[src/rtl/apb_mem_completer.sv]
// APB completer backed by a DEPTH-word register-file memory.
// Programmable wait states, error response for out-of-range word addresses,
// and a saturating count of committed writes.
module apb_mem_completer #(
  parameter int unsigned DATA_W = 32,
  parameter int unsigned ADDR_W = 32,
  parameter int unsigned DEPTH  = 16,
  parameter int unsigned CNT_W  = 16
) (
  input  logic              Pclk,
  input  logic              Preset,
  input  logic              Psel,
  input  logic              Penable,
  input  logic              Pwrite,
  input  logic [ADDR_W-1:0] Paddr,
  input  logic [DATA_W-1:0] Pdata,
  input  logic [3:0]        wait_cfg,
  output logic              Pready,
  output logic [DATA_W-1:0] Prdata,
  output logic              Pslverr,
  output logic [CNT_W-1:0]  wr_count
);

  localparam int unsigned IDX_W = (DEPTH > 1) ? $clog2(DEPTH) : 1;

  typedef enum logic [1:0] {
    ST_IDLE,
    ST_SETUP,
    ST_ACCESS
  } state_t;

  state_t            r_state;
  logic [ADDR_W-1:0] r_addr;
  logic [DATA_W-1:0] r_wdata;
  logic              r_write;
  logic [3:0]        r_cnt;
  logic              r_ready;
  logic              r_slverr;
  logic [DATA_W-1:0] r_rdata;
  logic [CNT_W-1:0]  r_wr_count;
  logic [DATA_W-1:0] r_mem [DEPTH];

  logic [ADDR_W-1:0] w_rsp_addr;
  logic              w_rsp_write;
  logic              w_rsp_err;
  logic [IDX_W-1:0]  w_rsp_idx;
  logic [IDX_W-1:0]  w_wr_idx;

  // Response source: on the SETUP->ACCESS edge the latch is being loaded in
  // the same cycle, so the zero-wait response is built from the live bus.
  always_comb begin
    w_rsp_addr  = r_addr;
    w_rsp_write = r_write;
    if (r_state == ST_SETUP) begin
      w_rsp_addr  = Paddr;
      w_rsp_write = Pwrite;
    end
    w_rsp_err = (w_rsp_addr >= ADDR_W'(DEPTH));
    w_rsp_idx = w_rsp_addr[IDX_W-1:0];
    w_wr_idx  = r_addr[IDX_W-1:0];
  end

  // Transfer FSM, wait counter, registered response and memory.
  always_ff @(posedge Pclk or posedge Preset) begin
    if (Preset) begin
      r_state    <= ST_IDLE;
      r_addr     <= '0;
      r_wdata    <= '0;
      r_write    <= 1'b0;
      r_cnt      <= '0;
      r_ready    <= 1'b0;
      r_slverr   <= 1'b0;
      r_rdata    <= '0;
      r_wr_count <= '0;
      for (int unsigned i = 0; i < DEPTH; i++) begin
        r_mem[i] <= '0;
      end
    end else begin
      case (r_state)
        ST_IDLE: begin
          // Psel & Penable without a setup phase is ignored.
          if (Psel && !Penable) begin
            r_state <= ST_SETUP;
          end
        end
        ST_SETUP: begin
          if (!Psel) begin
            r_state <= ST_IDLE;
          end else begin
            r_addr  <= Paddr;
            r_wdata <= Pdata;
            r_write <= Pwrite;
            if (Penable) begin
              r_state <= ST_ACCESS;
              r_cnt   <= wait_cfg;
              if (wait_cfg == 4'd0) begin
                r_ready  <= 1'b1;
                r_slverr <= w_rsp_err;
                if (w_rsp_err) begin
                  r_rdata <= '0;
                end else if (!w_rsp_write) begin
                  r_rdata <= r_mem[w_rsp_idx];
                end
              end
            end
          end
        end
        ST_ACCESS: begin
          if (!(Psel && Penable)) begin
            // Abort: no commit, no count.
            r_state  <= ST_IDLE;
            r_ready  <= 1'b0;
            r_slverr <= 1'b0;
          end else if (r_ready) begin
            if (r_write && !r_slverr) begin
              r_mem[w_wr_idx] <= r_wdata;
              if (r_wr_count != '1) begin
                r_wr_count <= r_wr_count + 1'b1;
              end
            end
            r_state  <= ST_IDLE;
            r_ready  <= 1'b0;
            r_slverr <= 1'b0;
          end else if (r_cnt != 4'd0) begin
            r_cnt <= r_cnt - 4'd1;
            if (r_cnt == 4'd1) begin
              r_ready  <= 1'b1;
              r_slverr <= w_rsp_err;
              if (w_rsp_err) begin
                r_rdata <= '0;
              end else if (!w_rsp_write) begin
                r_rdata <= r_mem[w_rsp_idx];
              end
            end
          end
        end
        default: r_state <= ST_IDLE;
      endcase
    end
  end

  assign Pready   = r_ready;
  assign Pslverr  = r_slverr;
  assign Prdata   = r_rdata;
  assign wr_count = r_wr_count;

endmodule

[config.mk]
export PLATFORM = sky130hd
export DESIGN_NAME = apb_mem_completer
export DESIGN_NICKNAME = d
export VERILOG_FILES = /design/src/rtl/apb_mem_completer.sv
export SDC_FILE = /design/constraint.sdc
export NUM_CORES = 1
export LEC_CHECK = 0
export ABC_CLOCK_PERIOD_IN_PS = 47900
export CORE_MARGIN = 2
export CORE_UTILIZATION = 65
export CTS_CLUSTER_DIAMETER = 80
export CTS_CLUSTER_SIZE = 10
export DETAILED_ROUTE_END_ITERATION = 16
export PLACE_DENSITY = 0.85
export SLEW_MARGIN = 20
export SYNTH_ARGS = -nofsm -noshare
export SYNTH_HDL_FRONTEND = slang
export SYNTH_SLANG_ARGS = --single-unit
[constraint.sdc]
create_clock -name Pclk -period 47.9 [get_ports Pclk]
set_clock_uncertainty 0.2 [all_clocks]
set_input_delay 9.58 -clock Pclk [delete_from_list [all_inputs] [get_ports Pclk]]
set_output_delay 9.58 -clock Pclk [all_outputs]
set_load 0.01 [all_outputs]
==> metrics.sh <==
RUN_STATUS='finished, final reports clean'
FILLERS=2716
HOLD_VIOL_FINAL=0
FIRST_PASS_GRT_WIRE_LENGTH_UM=113000
NUMBER_OF_PORTS_PLACED_ON_THE_DIE_BOUNDARY=123
FFS_LATCHES_SYNTH=633
WORSTPATHREQUIRED_NS=48.31
CTS_ROOT_BUFFER='clkbuf_16'
H-TREE-DEPTH=3
WORSTPATHARRIVAL_NS=13.28
SYNTH_SIMPLE_GATE_AREA_SHARE=0.0727
ROUTABILITYCONGESTION=0.786
USE_MET3=0.0690
DRT-PASS1-ITER-COUNT=6
SYNTH.NET_COUNT=2318
FMAXACHIEVABLE_MHz=77.7
NUMBER_OF_BUFFERS_INSERTED_FOR_HOLD_REPAIR_AFTER_CLOCK_TREE_SYNTHESIS=0
SYNTH_FLOP_CELL='dfrtp_1'
GRT.MET1_USAGE=0.410
TIGHTESTPINTRANSITION_NS=1.17
GLOBALROUTETOTALUTIL=0.330
CRIT_PATH_CELL_TRACE='clkdlybuf4s50_1, inv_8, buf_12, buf_12, buf_4'
WORSTPATHMAXFANOUT=182
VIA_COUNT=19000
BUSIEST_LAYER='met2'
PATH_DELAY_FAMILY='buffers and inverters'
SYNTH_ENABLE_FLOP_CELLS=0
VIA_PER_INST=6.59
PLACE_AREA_UM2=29900
ROUTE.DETAILED.WL_PER_INST_UM=25.1
MIN_FROM='r_mem[24]'
WORST_PATH_MOST_REPEATED_CELL='buf_12'
INSERTION_DELAY_NS=0.60
GRT_START_MAX_NET_PINS=183
WORST_SETUP_PATH_START_KIND='input pin'
ASYNC_RESET_FF_FRAC=1.00
POSTLAYOUTSETUPSLACKWORST_NS=35.04
FINAL_LAYOUT_SETUP_TOTAL_NEGATIVE_SLACK_NS=0
FP.DIEAREA_UM2=45200
MAX_CAP_VIOLATIONS=0
FP.COREAREA_UM2=43000
GLOBALROUTEMET2UTIL=0.549
HOLD_CLASS='flip-flop to flip-flop'
SYNTH-ADDER-AREA-SHARE=0.00177
CELL_COUNT_AFTER_PLACEMENT=2808
POST-ROUTE-DRC-COUNT=0
FINAL_CYCLE_SHARE=0.269
PEAKVDDDROP_uV=32.4
YOSYS.AREA_SHARE.XOR_XNOR=0.00465
CRITICAL-PATH-MAX-STAGE-DELAY_NS=0.78
WORSTSETUPPATHTYPE='input pin to asynchronous set/reset pin'
CLOCK_SINKS=633
FINISH.INSTANCE_AREA_UM2=31800
RSZ_0062_RAISED_AFTER_GLOBAL_ROUTING='false'
ANTENNA_FOUND_INITIAL=0
SYNTH_COMPOUND_AREA_FRAC=0.0512
LAYOUT.CELLS.NON_FILLER=2887
GRT_OVERFLOW=0
DOMINANT_COMBINATIONAL_CELL_FAMILY_BY_AREA_AFTER_SYNTHESIS='multiplexers'
SYNTH_SEQUENTIAL_AREA_RATIO=0.560
SYNTH_COMMONEST_CELLS='dfrtp_1, mux2_2, nand2_1, a21oi_1, mux2i_1'
PLACEMENT_ROWS=76
CRITICAL_PATH.SLOWEST_CELL='buf_4'
CLKSLEWWORSTSETUPHOLDPATHS_NS=0.05
CTS.REPAIR.RESIZED=0
ANT_NETS=0
R2R_SETUP_SLACK_NS=43.88
WORST_HOLD_PATH.ENDPOINT='r_mem[24]'
SLEW_HEADROOM=0.218
WORSTREGTOREGCELLS=9
MUX_CONTRIBUTION_TO_SYNTHESIZED_AREA=0.278
FLOORPLAN.INITIALDENSITY=0.658
FINAL_COUNT_OF_NEGATIVE_SETUP_SLACK_ENDPOINTS=0
TIMING.RR.END='Prdata[7]'
SYNTH_AREA_LEADER_CELL='dfrtp_1'
SYNTH.TOP_CELLS.BY_AREA='dfrtp_1, mux2_2, nand2_1'
CTS_BUFFERS=73
POST-SYNTH-TOP-COUNT-CELL='dfrtp_1'
SYNTHDISTINCTLIBCELLS=54
TIMING.FINAL.MAX_SLEW_VIOLATIONS=0
PATH_BUF_INV=5
R2R-START='r_state[1]'
CRITPATHCAPTURETYPE='asynchronous set/reset pin'
DIE_Y_UM=213
DETAIL_ROUTE.WIRELENGTH_UM=72400
SYNTHCELLS=2241
CTS_TREE='built'
DIE_W_UM=213
SYN2LAYOUT_AREA_GROWTH_PCT=12.6
CLK_PATH_BUF_DEPTH=3
WORSTHOLDPATHCELLS=1
POST_CTS_BUFFERS=0
FINALHOLDWORSTSLACK_NS=0.288
ANTENNA_CELLS=0
SYNTHESIS.AREA_PER_INSTANCE_UM2=12.6
FINAL_PERIOD_MINUS_WORST_SETUP_SLACK_NS=12.86
POWERDENSITY_nW_PER_UM2=38.4
PORT_BUFFERS=122
SYNTHESIS.YOSYS.WARNINGS=0
NUMBER_OF_CELLS_ON_THE_CRITICAL_PATH=5
SYNTH_TOP_AREA_FRAC=0.560
GRT_PASS1_VIAS=20200
LAYOUT-DRIVE-GT1-SHARE=0.305
DP_HPWL_UM=39400
NETLIST_AREA_UM2=28300
FIN_NETS=2375
VIOLATION_COUNT_AFTER_THE_FIRST_DETAILED_ROUTE_ITERATION=1981
DP_SLACK_NS=34.32
LEAKAGE_uW=0.0150
==> final cells by class <==
cell class	instances	area, um2	share of cell area
Sequential cell	633	15800	0.498
Multi-Input combinational cell	1399	11700	0.368
Clock buffer	75	1880	0.0590
Timing Repair Buffer	152	1490	0.0467
Tap cell	585	732	0.0230
Inverter	39	154	0.00483
Clock inverter	4	35.0	0.00110
==> registers in the layout, indices dropped and copies added, names as in the netlist <==
register	count
Pready	1
r_wdata	32
r_cnt	4
r_mem	512
r_addr	32
r_write	1
r_state	2
wr_count	16
Pslverr	1
Prdata	32
==> worst max path at each step <==
stage                 from         end
global route        Preset  r_mem[236]
detailed placement  Preset  r_mem[140]
CTS                 Preset  r_mem[172]
global placement    Preset  r_mem[142]
finish              Preset  r_mem[172]
floorplan           Preset   Prdata[0]
==> per-layer routing <==
| layer | wire, um | vias up |
|---|---|---|
| met5 | 0 | - |
| met4 | 3320 | 0 |
| met3 | 5140 | 253 |
| met2 | 35900 | 822 |
| met1 | 28000 | 9874 |
| li1 | - | 8090 |
==> layout by cell type (no fill, tap or decap), types with 4 or more instances in the layout <==
| cell type | instances |
|---|---|
| nand2_2 | 9 |
| nor3_1 | 7 |
| nand4_1 | 6 |
| xnor2_1 | 11 |
| a31oi_1 | 10 |
| ha_1 | 4 |
| buf_4 | 26 |
| o22ai_1 | 44 |
| inv_1 | 37 |
| nor4_1 | 56 |
| mux2_2 | 547 |
| nand2_1 | 290 |
| mux2i_1 | 96 |
| dfrtp_1 | 633 |
| nand3_1 | 31 |
| a2111oi_0 | 9 |
| a32oi_1 | 9 |
| clkdlybuf4s50_1 | 122 |
| mux4_2 | 12 |
| o21ai_0 | 9 |
| clkbuf_16 | 75 |
| nor2_1 | 12 |
| mux2_1 | 36 |
| nand2b_1 | 4 |
| inv_6 | 4 |
| mux2i_4 | 4 |
| a21oi_1 | 106 |
| xor2_1 | 4 |
| o32ai_1 | 30 |
==> power by group <==
part	leakage (uW)	switching [uW]	internal, uW	total (uW)
registers	0.00867	42.1	555	597
clock network	0.000942	200	275	476
logic	0.00537	96.2	53.1	149
==> stage by stage <==
step | utilization | total power [uW]
finish | 0.741 | 1220
CTS | 0.740 | 1220
global placement | 0.696 | 744
global route | 0.741 | 1260
detailed placement | 0.696 | 750
floorplan | - | 683
==> logic make-up (layout without fill, tap and decap cells) <==
family,count (synthesis),after routing
flip-flops,633,633
AND/OR/NAND/NOR,453,453
adder cells (fa/ha/maj),4,4
multiplexers,696,696
XOR/XNOR,15,15
buffers and inverters,209,270
AO/OA/AOI/OAI,231,231
No activity file was read; power rests on OpenSTA's default activity.
